<file path="src/rtl/pu_lut_pkg.sv">
// Shared encodings and default widths for pu_lut, its read-side initiator and benches.
// Pure declarations; no logic, no latency.
package pu_lut_pkg;

  localparam int LUT_ADDR_WIDTH = 4;
  localparam int LUT_DATA_WIDTH = 1;
  localparam int LUT_SEL_WIDTH  = 2;

  typedef enum logic [1:0] {
    ST_IDLE  = 2'd0,
    ST_ISSUE = 2'd1,
    ST_RESP  = 2'd2
  } state_t;

  typedef enum logic {
    MODE_SINGLE = 1'b0,
    MODE_SWEEP  = 1'b1
  } mode_t;

endpackage

</file>
<file path="src/rtl/pu_lut_sweep_cnt.sv">
// Sweep address counter: synchronous clear, increment on enable, last-address flag.
// Zero latency on the flag; no backpressure of its own (the caller gates enable).
module pu_lut_sweep_cnt #(
  parameter int WIDTH = 4
) (
  input  logic             clk,
  input  logic             rst,
  input  logic             clr,
  input  logic             en,
  output logic [WIDTH-1:0] cnt,
  output logic             last
);

  always_ff @(posedge clk or posedge rst) begin
    if (rst) begin
      cnt <= '0;
    end else if (clr) begin
      cnt <= '0;
    end else if (en) begin
      cnt <= cnt + WIDTH'(1);
    end
  end

  // The caller never enables past the last address, so no carry bit is needed.
  assign last = (cnt == {WIDTH{1'b1}});

endmodule

</file>
<file path="src/rtl/pu_lut_reader.sv">
// Turns valid/ready lookups (or a full-table sweep) into pu_lut read cycles; rsp_valid 1+READ_LATENCY
// cycles after accept, READ_LATENCY+1 cycles per sweep entry; rsp_ready low stalls in RESP with the LUT idle.
module pu_lut_reader
  import pu_lut_pkg::*;
#(
  parameter int ADDR_WIDTH   = LUT_ADDR_WIDTH,
  parameter int DATA_WIDTH   = LUT_DATA_WIDTH,
  parameter int SEL_WIDTH    = LUT_SEL_WIDTH,
  parameter int READ_LATENCY = 1
) (
  input  logic                  clk,
  input  logic                  rst,
  input  logic                  req_valid,
  output logic                  req_ready,
  input  logic [ADDR_WIDTH-1:0] req_addr,
  input  logic [SEL_WIDTH-1:0]  req_sel,
  input  logic                  sweep_start,
  input  logic [SEL_WIDTH-1:0]  sweep_sel,
  output logic                  sweep_done,
  output logic                  busy,
  output logic                  rsp_valid,
  input  logic                  rsp_ready,
  output logic [DATA_WIDTH-1:0] rsp_data,
  output logic [ADDR_WIDTH-1:0] rsp_addr,
  output logic [ADDR_WIDTH-1:0] lut_addr,
  output logic [SEL_WIDTH-1:0]  lut_sel,
  output logic                  lut_oe,
  input  logic [DATA_WIDTH-1:0] lut_data
);

  localparam int LAT_W = (READ_LATENCY > 1) ? $clog2(READ_LATENCY) : 1;
  localparam logic [LAT_W-1:0] LAT_LAST = LAT_W'(READ_LATENCY - 1);

  if (READ_LATENCY < 1) begin : g_bad_latency
    $error("pu_lut_reader: READ_LATENCY must be at least 1");
  end

  state_t                state;
  state_t                state_nxt;
  mode_t                 mode;
  logic [ADDR_WIDTH-1:0] single_addr;
  logic [SEL_WIDTH-1:0]  sel_q;
  logic [LAT_W-1:0]      lat_cnt;
  logic [ADDR_WIDTH-1:0] sweep_addr;
  logic                  sweep_last;
  logic                  cnt_clr;
  logic                  cnt_en;
  logic                  issue_done;
  logic                  rsp_fire;

  pu_lut_sweep_cnt #(
    .WIDTH(ADDR_WIDTH)
  ) u_sweep_cnt (
    .clk (clk),
    .rst (rst),
    .clr (cnt_clr),
    .en  (cnt_en),
    .cnt (sweep_addr),
    .last(sweep_last)
  );

  assign issue_done = (state == ST_ISSUE) && (lat_cnt == LAT_LAST);
  assign rsp_fire   = (state == ST_RESP) && rsp_ready;

  always_comb begin
    state_nxt = state;
    cnt_clr   = 1'b0;
    cnt_en    = 1'b0;
    case (state)
      ST_IDLE: begin
        // A sweep request outranks a simultaneous single lookup.
        if (sweep_start) begin
          cnt_clr   = 1'b1;
          state_nxt = ST_ISSUE;
        end else if (req_valid) begin
          state_nxt = ST_ISSUE;
        end
      end
      ST_ISSUE: begin
        if (issue_done) state_nxt = ST_RESP;
      end
      ST_RESP: begin
        if (rsp_ready) begin
          if ((mode == MODE_SWEEP) && !sweep_last) begin
            cnt_en    = 1'b1;
            state_nxt = ST_ISSUE;
          end else begin
            state_nxt = ST_IDLE;
          end
        end
      end
      default: state_nxt = ST_IDLE;
    endcase
  end

  always_ff @(posedge clk or posedge rst) begin
    if (rst) begin
      state       <= ST_IDLE;
      mode        <= MODE_SINGLE;
      single_addr <= '0;
      sel_q       <= '0;
      lat_cnt     <= '0;
      rsp_data    <= '0;
      rsp_addr    <= '0;
      sweep_done  <= 1'b0;
    end else begin
      state      <= state_nxt;
      sweep_done <= rsp_fire && (mode == MODE_SWEEP) && sweep_last;
      if (state == ST_IDLE) begin
        if (sweep_start) begin
          mode  <= MODE_SWEEP;
          sel_q <= sweep_sel;
        end else if (req_valid) begin
          mode        <= MODE_SINGLE;
          single_addr <= req_addr;
          sel_q       <= req_sel;
        end
      end
      if ((state == ST_ISSUE) && !issue_done) begin
        lat_cnt <= lat_cnt + LAT_W'(1);
      end else begin
        lat_cnt <= '0;
      end
      if (issue_done) begin
        rsp_data <= lut_data;
        rsp_addr <= lut_addr;
      end
    end
  end

  assign req_ready = (state == ST_IDLE) && !sweep_start;
  assign busy      = (state != ST_IDLE);
  assign lut_oe    = (state == ST_ISSUE);
  assign rsp_valid = (state == ST_RESP);
  assign lut_addr  = (mode == MODE_SWEEP) ? sweep_addr : single_addr;
  assign lut_sel   = sel_q;

endmodule

</file>
<file path="config.mk">
export PLATFORM = sky130hd
export DESIGN_NAME = pu_lut_reader
export DESIGN_NICKNAME = d
export VERILOG_FILES = /design/src/rtl/pu_lut_pkg.sv /design/src/rtl/pu_lut_sweep_cnt.sv /design/src/rtl/pu_lut_reader.sv
export SDC_FILE = /design/constraint.sdc
export NUM_CORES = 1
export LEC_CHECK = 0
export BUFFER_PORTS_ARGS = -buffer_cell sky130_fd_sc_hd__buf_2
export CAP_MARGIN = 15
export CORE_MARGIN = 3
export CORE_UTILIZATION = 24
export CTS_CLUSTER_DIAMETER = 80
export DETAILED_ROUTE_END_ITERATION = 7
export SYNTH_ARGS = -nofsm -noshare
export SYNTH_HDL_FRONTEND = slang
export SYNTH_HIERARCHICAL = 1
export SYNTH_SLANG_ARGS = --single-unit
</file>
<file path="constraint.sdc">
create_clock -name clk -period 3.3 [get_ports clk]
set_input_delay 0.825 -clock clk [delete_from_list [all_inputs] [get_ports clk]]
set_output_delay 0.825 -clock clk [all_outputs]
set_load 0.01 [all_outputs]
</file>
# After elaboration in Yosys (flattened, before gate mapping)
# Index checks and enable logic that the tools add are counted.
[word_totals]
reg_bits = 20
latch_bits = 0
ram_bits = 0
romBits = 0
input_bits = 14
mem_count = 0
[op_classes]
addsub = 2
multipliers = 0
div = 0
order_cmp = 0
n_eq_ne = 6
shifts = 0
muxes = 19
bitwise_logic = 2
n_reduce_logical = 17
[ops]
columns = ["operator", "count"]
rows = [
  ["$mux 2", 6],
  ["$mux 4", 3],
  ["$mux 1", 9],
  ["$logic_and 1x1->1", 7],
  ["$pmux 2 s3", 1],
  ["$reduce_and 3->1", 2],
  ["$reduce_bool 2->1", 3],
  ["$add 4x1->4 const B", 1],
  ["$eq 4x4->1 const B", 1],
  ["$ne 2x1->1 const B", 2],
  ["$logic_not 1->1", 3],
  ["$ne 3x3->1 const B", 1],
  ["$eq 2x1->1 const B", 1],
  ["$eq 2x2->1 const B", 1],
  ["$logic_not 2->1", 1],
  ["$not 1->1", 2],
  ["$reduce_and 2->1", 1],
  ["$add 1x1->1 const B", 1],
]

# Logic depth before layout (Yosys ltp)
# Gate-level depths: netlist of run 1.
[logic_depth]
ltp_word = 8
mapped_depth = 5

# Cells and area by module
# The synthesis of run 1 kept the hierarchy.
[modules_own_cells]
columns = ["module", "n_inst", "cells_per_inst", "area_per_inst_um2"]
rows = [
  ["pu_lut_reader", 1, 58, 758.2],
  ["pu_lut_sweep_cnt", 1, 18, 202.7],
]

# Least setup slack after synthesis of run 1
# Ideal clock, no wire load.
[synth_timing]
kind = "input-to-reg"
from = "input port rsp_ready"
to = "register u_sweep_cnt.cnt[3]"
setup_ns = 0.125
arrival_time_ns = 1.803
slack_ns = 1.372
path_stages = 4
path_buffers = 0
path_cell_list = "nand2_1 -> nor3_1 -> nand4_1 -> mux2_4"
[synth_via]
elab_chain_len = 3
[synth_rtl]
columns = ["item", "line_no", "rtl"]
rows = [
  ["from (decl)", "pu_lut_reader.sv:22", "input logic rsp_ready,"],
  ["$mux 1", "pu_lut_reader.sv:83", "if (rsp_ready) begin"],
  ["$mux 1", "pu_lut_reader.sv:69", "case (state)"],
  ["via cnt_en", "pu_lut_reader.sv:47", "logic cnt_en;"],
  ["$reduce_bool 2->1 (no source line)", "-", ""],
  ["to (signal assigned)", "pu_lut_sweep_cnt.sv:20", "cnt <= cnt + WIDTH'(1);"],
  ["to (decl)", "pu_lut_sweep_cnt.sv:10", "output logic [WIDTH-1:0] cnt,"],
]
# The timed path passes the listed nets, and every way through them passes these cells.
# A chain may end at the register's enable or synchronous reset.

# Worst setup path after layout of run 1
[layout_timing]
from = "register mode"
to = "output port lut_addr[2]"
[layout_via]
elab_chain_len = 1
[layout_rtl]
columns = ["item", "line_no", "rtl"]
rows = [
  ["from (decl)", "pu_lut_reader.sv:40", "mode_t mode;"],
  ["from (signal assigned)", "pu_lut_reader.sv:99", "mode <= MODE_SINGLE;"],
  ["from (signal assigned)", "pu_lut_reader.sv:111", "mode <= MODE_SWEEP;"],
  ["from (signal assigned)", "pu_lut_reader.sv:114", "mode <= MODE_SINGLE;"],
  ["$mux 4", "pu_lut_reader.sv:135", "assign lut_addr = (mode == MODE_SWEEP) ? sweep_addr : single_addr;"],
  ["to (decl)", "pu_lut_reader.sv:25", "output logic [ADDR_WIDTH-1:0] lut_addr,"],
]
# No other way between the ends.

==> run metrics, run 1 <==
largest net degree at the start of global routing=17; die height=69.28 µm; # rows=22; Starting Density=25.48%; via count=671; CP Capture Type=primary output; Global Route Usage Sum=8.341%; Ys Warns=6; Final period util=63.98%; Worst slew margin=56.54%; Final Util=31.59%; P per Cell Area=814.3 mW/mm²; layout cells sized above 1=48.11%; Setup TNS=0 ns; Reg clk slew, reported paths=0.07 ns; routability cong.=0.7974; Cell Chain, Critical Path=mux2_2, buf_2; ant diodes=0; Max Slew Vio Count=0; DRT iter0 DRCs=19; Worst Hold Class=in2async; mean post-synth cell area=12.64 µm²; flops & latches, synth=20; Final HPWL DP=1496 µm; Fin. Hold Viols=0; number of enable flip-flop cells after synthesis=0; leakage power=0.6088 nW; Num Clock Sinks=20; minimum clock period=2.111 ns; post-synthesis async set-or-reset flop share=100.0%; PortBufs=29; final setup violation count=0; vias in the first global route=677; CP arrival=1.29 ns; Layout Nets=123; initial antenna violation count=0; WL per Instance=12.52 µm; Synth Cell Area=960.9 µm²; drt via density=4.357; full die area=0.004799 mm²; CTS tree=yes; Post-CTS Hold Fix Bufs=0; clock share of power=15.8%; r2r setup slk=1.23 ns; Distinct cells, synth=33; CP max FO=7; WS Path Type=reg2out; # fillers=394; Reg power frac=41.4%; status=finished, final reports clean; Root Driver=clkbuf_8; wirelength, routed=1928 µm; Worst VDD drop=0.3110 mV; number of gates resized after CTS=0; prevailing post-synth register cell=dfrtp_1; htree depth=1; Synth Net Count=91; IO Count=30; RSZ-0062 raised after global routing=no; clk_skew=0.001379 ns; Worst-Skew Late Latency=0.25 ns; cell-internal power=0.6329 mW; detailed-route DRC error count=0; Routed Antenna Nets=0; post-synthesis sequential area ratio=52.08%; area grow syn2layout=23.96%; Net Sw Frac=34.74%; die width=69.28 µm; Max clock buf depth=2; global-route wire length before repair=3243 µm; core area=0.003771 mm²; worst endpoint required time=2.47 ns; CP peak stage delay=0.50 ns; fmax=473.6 MHz; crit path launch type=flip-flop; Synth Instances=76; cts bufs inserted=3; combinational power share=42.8%; max cap viols=0; critical path's slowest cell=dfrtp_1; switching power total=0.3370 mW; 1st-pass router iterations=5; Overflow after GRT=0; Worst-Margin Slew=0.6511 ns; Setup Fix Bufs, Post-CTS=0
==> placed cells by master, fill, tap and decap left out, types with 2 or more instances in the layout <==
cell       Yosys  routed
buf_2          1      29
dfrtp_1       20      20
mux2_2         8       8
mux2_4         6       6
nor2_1         5       5
a21oi_1        3       3
nand2_1        3       3
inv_1          3       3
clkbuf_8       0       3
and3b_1        2       2
o2bb2ai_1      2       2
==> sequential cells by signal, summed over array words and instances (netlist names) <==
register / cells
lat_cnt: 1
lut_sel: 2
mode: 1
rsp_addr: 4
rsp_data: 1
single_addr: 4
state: 2
sweep_done: 1
u_sweep_cnt/cnt: 4
==> logic make-up (layout without fill, tap and decap cells) <==
kind of cell | after synthesis | in the layout | share of synthesized area [%]
xor+xnor | 1 | 1 | 0.9116
compound gates | 10 | 10 | 7.422
buf+inv | 6 | 36 | 3.254
fa+ha+maj | 1 | 1 | 1.302
other cells | 1 | 1 | 0.3903
simple gates | 22 | 22 | 14.85
flops | 20 | 20 | 52.08
mux | 15 | 15 | 19.79
==> area by class of cell <==
type                       instances  area (µm²)  area share [%]
clock buffer                       3       41.29           3.466
inverter                           4       15.01           1.261
multi-input combinational         50       429.2           36.03
sequential                        20       500.5           42.02
tap                               48       60.06           5.042
timing repair buffer              29       145.1           12.18
==> power groups by stage <==
stage / Clock, mW / Sequential, mW / Combinational, mW
floorplan: 0 / 0.402 / 0.293
global placement: 0 / 0.403 / 0.416
detailed placement: 0 / 0.405 / 0.426
CTS: 0.162 / 0.404 / 0.426
global route: 0.173 / 0.417 / 0.460
finish: 0.154 / 0.401 / 0.415
==> per-stage QoR <==
step / power, mW / instances / area [µm²] / hold WS (ns) / setup slack [ns]
CTS: 0.9914 / 154 / 1191 / 0.4607 / 1.150
floorplan: 0.6948 / 76 / 960.9 / 0.4627 / 1.372
finish: 0.9699 / 154 / 1191 / 0.4622 / 1.189
global route: 1.050 / 154 / 1191 / 0.4738 / 1.120
detailed placement: 0.8309 / 151 / 1150 / 0.4778 / 1.116
global placement: 0.8189 / 151 / 1150 / 0.4776 / 1.195
==> routing by layer <==
layer | up-vias | part of all wire (%) | wire [µm] | global-route usage [%]
met4 | 0 | 0 | 0 | 1.735
li1 | 323 | - | - | -
met2 | 27 | 47 | 905 | 13.45
met5 | - | 0 | 0 | 0
met3 | 0 | 8.0 | 155 | 3.478
met1 | 321 | 45 | 867 | 10.43
==> cells in the mapped netlist, drive strengths merged, types with 2 or more instances <==
library cell / count / area, µm²
inv: 4 / 15.01
nand2: 3 / 11.26
and3b: 2 / 17.52
o2bb2ai: 2 / 17.52
a21oi: 3 / 15.01
nor2b: 2 / 15.02
nor2: 6 / 30.03
buf: 2 / 16.26
dfrtp: 20 / 500.5
mux2: 14 / 180.2
==> critical path, delay by kind of cell, from the launching register on <==
kind	cells	cell delay (ns)
buffers and inverters	1	0.14
multiplexers	1	0.39
flip-flops	1	0.50
==> final timing paths <==
check | endpoint | depth (start not counted) | from
worst max register to register | u_sweep_cnt/cnt[3] | 5 | u_sweep_cnt/cnt[0]
worst min-delay path | u_sweep_cnt/cnt[1] | 2 | rst
min in group clk | lut_sel[1] | 1 | lut_sel[1]
worst min register to register | lut_sel[1] | 1 | lut_sel[1]
worst max-delay path | lut_addr[2] | 2 | mode
max in group asynchronous | sweep_done | 2 | rst
(Power assumes the default switching activity.)
==> inputs of run 2 (changes only) <==
==> constraint.sdc (replaced) <==
create_clock -name clk -period 1.69 [get_ports clk]
set_input_delay 0.4225 -clock clk [delete_from_list [all_inputs] [get_ports clk]]
set_output_delay 0.4225 -clock clk [all_outputs]
set_load 0.01 [all_outputs]
==> run 2 against run 1 <==
Against the previous run: via count up 0.89%; clock-buffer cell count unchanged; sequential cell count unchanged; wire length down 0.88%; sequential share of layout area down 1.1 points; register-to-register slack worse by 1.1 ns.
==> run metrics, run 2 (synthesized netlist as in run 1, its figures left out) <==
most frequent cells in the layout=buf_2 (29), dfrtp_1 (19), mux2_2 (8); die width=69.28 µm; Routed Antenna Nets=0; hold slack final=0.04951 ns; Cell Chain, Critical Path=mux2_2, buf_2; Final period util=95.57%; Fin. Hold Viols=0; combinational power share=44.4%; CP arrival=1.19 ns; via count=677; routability cong.=0.8227; layout cells sized above 1=51.38%; Root Driver=clkbuf_8; RR Startpoint=u_sweep_cnt/cnt[1]; IO Count=30; initial antenna violation count=0; Max clock buf depth=2; drt via density=4.312; P per Cell Area=1576 mW/mm²; cts bufs inserted=3; CP max FO=6; die height=69.28 µm; full die area=0.004799 mm²; largest net degree at the start of global routing=17; critical path's slowest cell=dfrtp_2; detailed-route DRC error count=0; WL per Instance=12.17 µm; CP peak stage delay=0.43 ns; Starting Density=25.48%; Overflow after GRT=0; # rows=22; biggest regs=rsp_addr: 4 flops, single_addr: 4 flops, u_sweep_cnt/cnt: 4 flops; clk_skew=0.005459 ns; cell-internal power=1.267 mW; Pwr Total=1.932 mW; Worst VDD drop=0.6365 mV; vias in the first global route=672; Global Route Usage Sum=8.462%; Max Slew Vio Count=0; wirelength, routed=1911 µm; most common cell after layout, fill and taps aside=buf_2; CTS tree=yes; area grow syn2layout=27.60%; Reg power frac=40.1%; DRT iter0 DRCs=6; clock share of power=15.5%; global-route wire length before repair=3243 µm; multi-input logic area=440.4 µm²; RSZ-0062 raised after global routing=no; 1st-pass router iterations=3; register area=501.7 µm²; worst endpoint required time=1.27 ns; ant diodes=0; final setup violation count=0; max cap viols=0; Net Sw Frac=34.42%; source of the critical timing path=mode; Final HPWL DP=1516 µm; core area=0.003771 mm²; minimum clock period=1.615 ns; Worst Hold Class=in2async; Worst-Skew Late Latency=0.25 ns; status=finished, final reports clean; fmax=619.2 MHz; leakage power=0.6236 nW; WS Path Type=reg2out; Worst-Margin Slew=0.6058 ns; switching power total=0.6652 mW; # fillers=381; Setup TNS=0 ns; CP Capture Type=primary output; PortBufs=29; crit path launch type=flip-flop; Num Clock Sinks=20; Layout Nets=126; Reg clk slew, reported paths=0.07 ns; htree depth=1; Worst slew margin=59.57%
## run 2: cell count changes in the layout (fill, tap and decap cells not counted), sizes merged
cell  delta
buf      +3
## run 2: layout make-up
cell class | instances | area share, %
sequential | 20 | 40.92
multi-input combinational | 50 | 35.92
timing repair buffer | 32 | 13.67
tap | 48 | 4.898
clock buffer | 3 | 3.367
inverter | 4 | 1.224
## run 2: repair_timing
action | 4_1_cts | 5_1_grt
resized for setup | 1 | 0
buffers inserted | 0 | 2
pin swaps | 0 | 0
endpoints found under the setup margin | 4 | 3
cloned | 0 | 0
hold buffers | 0 | 0
## run 2: critical path: cells and delay by family, from the launching register on
family / cells / cell delay, ns
buffers and inverters: 1 / 0.14
DFF: 1 / 0.43
muxes: 1 / 0.37
## run 2: metal layers
metal / vias up / global-route usage, % / wire [µm]
met3: 3 / 3.043 / 141
met4: 0 / 1.952 / 16
met1: 322 / 10.52 / 830
met2: 22 / 13.98 / 923
met5: - / 0 / 0
li1: 330 / - / -
## run 2: final timing paths
path | to | slack [ns] | cells past startpoint
worst max-delay path | lut_addr[2] | 0.07 | 2
worst min-delay path | u_sweep_cnt/cnt[2] | 0.05 | 2
worst max register to register | u_sweep_cnt/cnt[3] | 0.09 | 5
worst min register to register | lut_sel[1] | 0.49 | 1
max in group asynchronous | mode | 1.02 | 2
min in group clk | state[1] | 0.38 | 2
## run 2: power groups by stage
stage / Clock [mW] / Combinational, mW / Sequential [mW]
6_report: 0.300 / 0.858 / 0.775
5_1_grt: 0.333 / 0.950 / 0.800
4_1_cts: 0.319 / 0.846 / 0.784
3_5_place_dp: 0 / 0.844 / 0.788
3_3_place_gp: 0 / 0.828 / 0.786
2_1_floorplan: 0 / 0.582 / 0.785
## run 2: stage by stage
stage          worst slack (ns)  cell area, µm²  cells  utilization [%]
2_1_floorplan           0.03753           972.2     76                -
3_3_place_gp             0.1034            1169    152            30.99
3_5_place_dp            0.05976            1169    152            30.99
4_1_cts                 0.03855            1211    155            32.12
5_1_grt                 0.01719            1226    157            32.51
6_report                0.07490            1226    157            32.51
==> inputs of run 3 (changes only) <==
--- a/config.mk
+++ b/config.mk
@@ -5,12 +5,15 @@
 export SDC_FILE = /design/constraint.sdc
 export NUM_CORES = 1
 export LEC_CHECK = 0
+export ABC_AREA = 1
 export BUFFER_PORTS_ARGS = -buffer_cell sky130_fd_sc_hd__buf_2
 export CAP_MARGIN = 15
+export CORE_ASPECT_RATIO = 2
 export CORE_MARGIN = 3
 export CORE_UTILIZATION = 24
 export CTS_CLUSTER_DIAMETER = 80
 export DETAILED_ROUTE_END_ITERATION = 7
+export SKIP_LAST_GASP = 1
 export SYNTH_ARGS = -nofsm -noshare
 export SYNTH_HDL_FRONTEND = slang
 export SYNTH_HIERARCHICAL = 1
==> run 3 against run 2 <==
Against the previous run: worst setup slack improved by 0.018 ns; clock power rose by 20%; fmax up 1.1%; combinational power fell by 2.4%; largest power group unchanged; critical endpoint is now req_ready; global-route usage is 2.1 points higher; die area up 1.7%; sequential share of layout area decreased by 0.49 points.
==> run metrics, run 3 <==
area grow syn2layout=28.17%; Starting Density=24.94%; P per Cell Area=1593 mW/mm²; Global Route Usage Sum=10.52%; CP Capture Type=primary output; combinational power share=42.4%; Reg power frac=39.4%; Post-CTS Hold Fix Bufs=0; WL per Instance=11.19 µm; Distinct cells, synth=15; post-synthesis async set-or-reset flop share=100.0%; most common cell after layout, fill and taps aside=nand2_1; Ys Warns=6; Max Slew Vio Count=0; clock share of power=18.2%; Worst-Margin Slew=0.6092 ns; max cap viols=0; prevailing post-synth register cell=dfrtp_1; final setup violation count=0; Worst slew margin=59.34%; Routed Antenna Nets=0; leakage power=0.7142 nW; Fin. Hold Viols=0; number of enable flip-flop cells after synthesis=0; Worst VDD drop=0.3780 mV; wirelength, routed=2361 µm; Yosys top cell area share=51.68%; initial antenna violation count=0; Final HPWL DP=1961 µm; most common cell in the netlist=nand2_1; ant diodes=0; DRT iter0 DRCs=19; htree depth=1; fmax=626.2 MHz; Pwr Total=1.977 mW; Reg clk slew, reported paths=0.07 ns; Synth Net Count=142; 1st-pass router iterations=4; Overflow after GRT=0; most frequent cells in the layout=nand2_1 (61), buf_2 (29), dfrtp_1 (19); biggest regs=rsp_addr: 4 flops, single_addr: 4 flops, u_sweep_cnt/cnt: 4 flops; die width=50.92 µm; Num Clock Sinks=20; Net Sw Frac=41.28%; IO Count=30; Worst Hold Class=in2async; Final period util=94.49%; detailed-route DRC error count=0; flops & latches, synth=20; mean post-synth cell area=7.625 µm²; core area=0.003884 mm²; via count=878; WS Path Type=reg2out; clk_skew=0.001633 ns; cell-internal power=1.161 mW; routability cong.=0.8090; full die area=0.004879 mm²; post-synthesis sequential area ratio=51.68%; PortBufs=29; crit path launch type=flip-flop; Synth Cell Area=968.4 µm²; CP arrival=1.17 ns; CP max FO=5; global-route wire length before repair=3870 µm; r2r setup slk=0.11 ns; drt via density=4.161; largest net degree at the start of global routing=17; synth top area cells=dfrtp_1 (52%), nand2_1 (24%), nand3_1 (4.1%); leading area contributor after synthesis=dfrtp_1; CTS tree=yes; layout cells sized above 1=31.25%; # rows=32; Max clock buf depth=2; Synth Instances=127; minimum clock period=1.597 ns; vias in the first global route=918; status=finished, final reports clean; die height=95.84 µm; Layout Nets=176; Setup Fix Bufs, Post-CTS=0; Worst-Skew Late Latency=0.25 ns; switching power total=0.8161 mW; Root Driver=clkbuf_8; Synth top cells by count=nand2_1 (61), dfrtp_1 (20), inv_1 (9); cts bufs inserted=3; worst endpoint required time=1.27 ns; hold slack final=0.06035 ns
run 3: kinds of logic (layout without fill, tap and decap cells):
kind of cell	after synthesis	count (layout)	synth area share, %
simple gates	85	85	37.98
fa+ha+maj	1	1	1.292
flops	20	20	51.68
compound gates	5	5	2.842
buf+inv	15	48	5.814
other cells	1	1	0.3872
run 3: path summary, 6_finish.rpt:
| path | from | cells after the start | endpoint |
|---|---|---|---|
| setup / recovery | state[0] | 4 | req_ready |
| hold / removal | rst | 2 | u_sweep_cnt/cnt[2] |
| setup reg to reg | u_sweep_cnt/cnt[0] | 11 | u_sweep_cnt/cnt[3] |
| hold reg to reg | rsp_data | 2 | rsp_data |
| max in group asynchronous | rst | 2 | mode |
| min in group clk | lut_data | 3 | rsp_data |
run 3: what timing repair did:
action | in CTS | in global routing
hold endpoints to repair | 0 | 0
resized for setup | 0 | 3
endpoints found under the setup margin | 0 | 3
run 3: through the flow:
step / worst slack (ns) / instance area (µm²) / util (%) / TNS [ns] / cells
6_report: 0.09307 / 1241 / 31.96 / 0 / 211
5_1_grt: -0.005253 / 1241 / 31.96 / -0.005253 / 211
4_1_cts: 0.04270 / 1232 / 31.73 / 0 / 211
3_5_place_dp: 0.05965 / 1177 / 30.32 / 0 / 207
3_3_place_gp: 0.1272 / 1177 / 30.32 / 0 / 207
2_1_floorplan: 0.1922 / 968.4 / - / 0 / 127
run 3: cell type report:
type	count	area [µm²]
timing repair buffer	29	145.1
fill	444	2643
clock buffer	4	55.05
inverter	15	56.30
sequential	20	501.7
tap	51	63.81
multi-input combinational	92	419.2
run 3: metal layers:
layer  routed length (µm)  up-vias  track usage, %
li1                     -      447               -
met1                  734      419           8.792
met2                 1531       10           22.41
met3                   61        2           1.550
met4                   33        0           4.719
met5                    0        -               0
run 3: power groups by stage:
stage / Clock (mW) / Sequential, mW / Combinational, mW
2_1_floorplan: 0 / 0.795 / 0.525
3_3_place_gp: 0 / 0.781 / 0.847
3_5_place_dp: 0 / 0.787 / 0.851
4_1_cts: 0.372 / 0.779 / 0.857
5_1_grt: 0.391 / 0.807 / 0.969
6_report: 0.360 / 0.780 / 0.837
run 3: worst max-delay path, stage by stage (launching register included):
cell     delay, ns
dfrtp_1       0.44
inv_1         0.09
nand2_2       0.08
nor2_4        0.15
buf_2         0.16
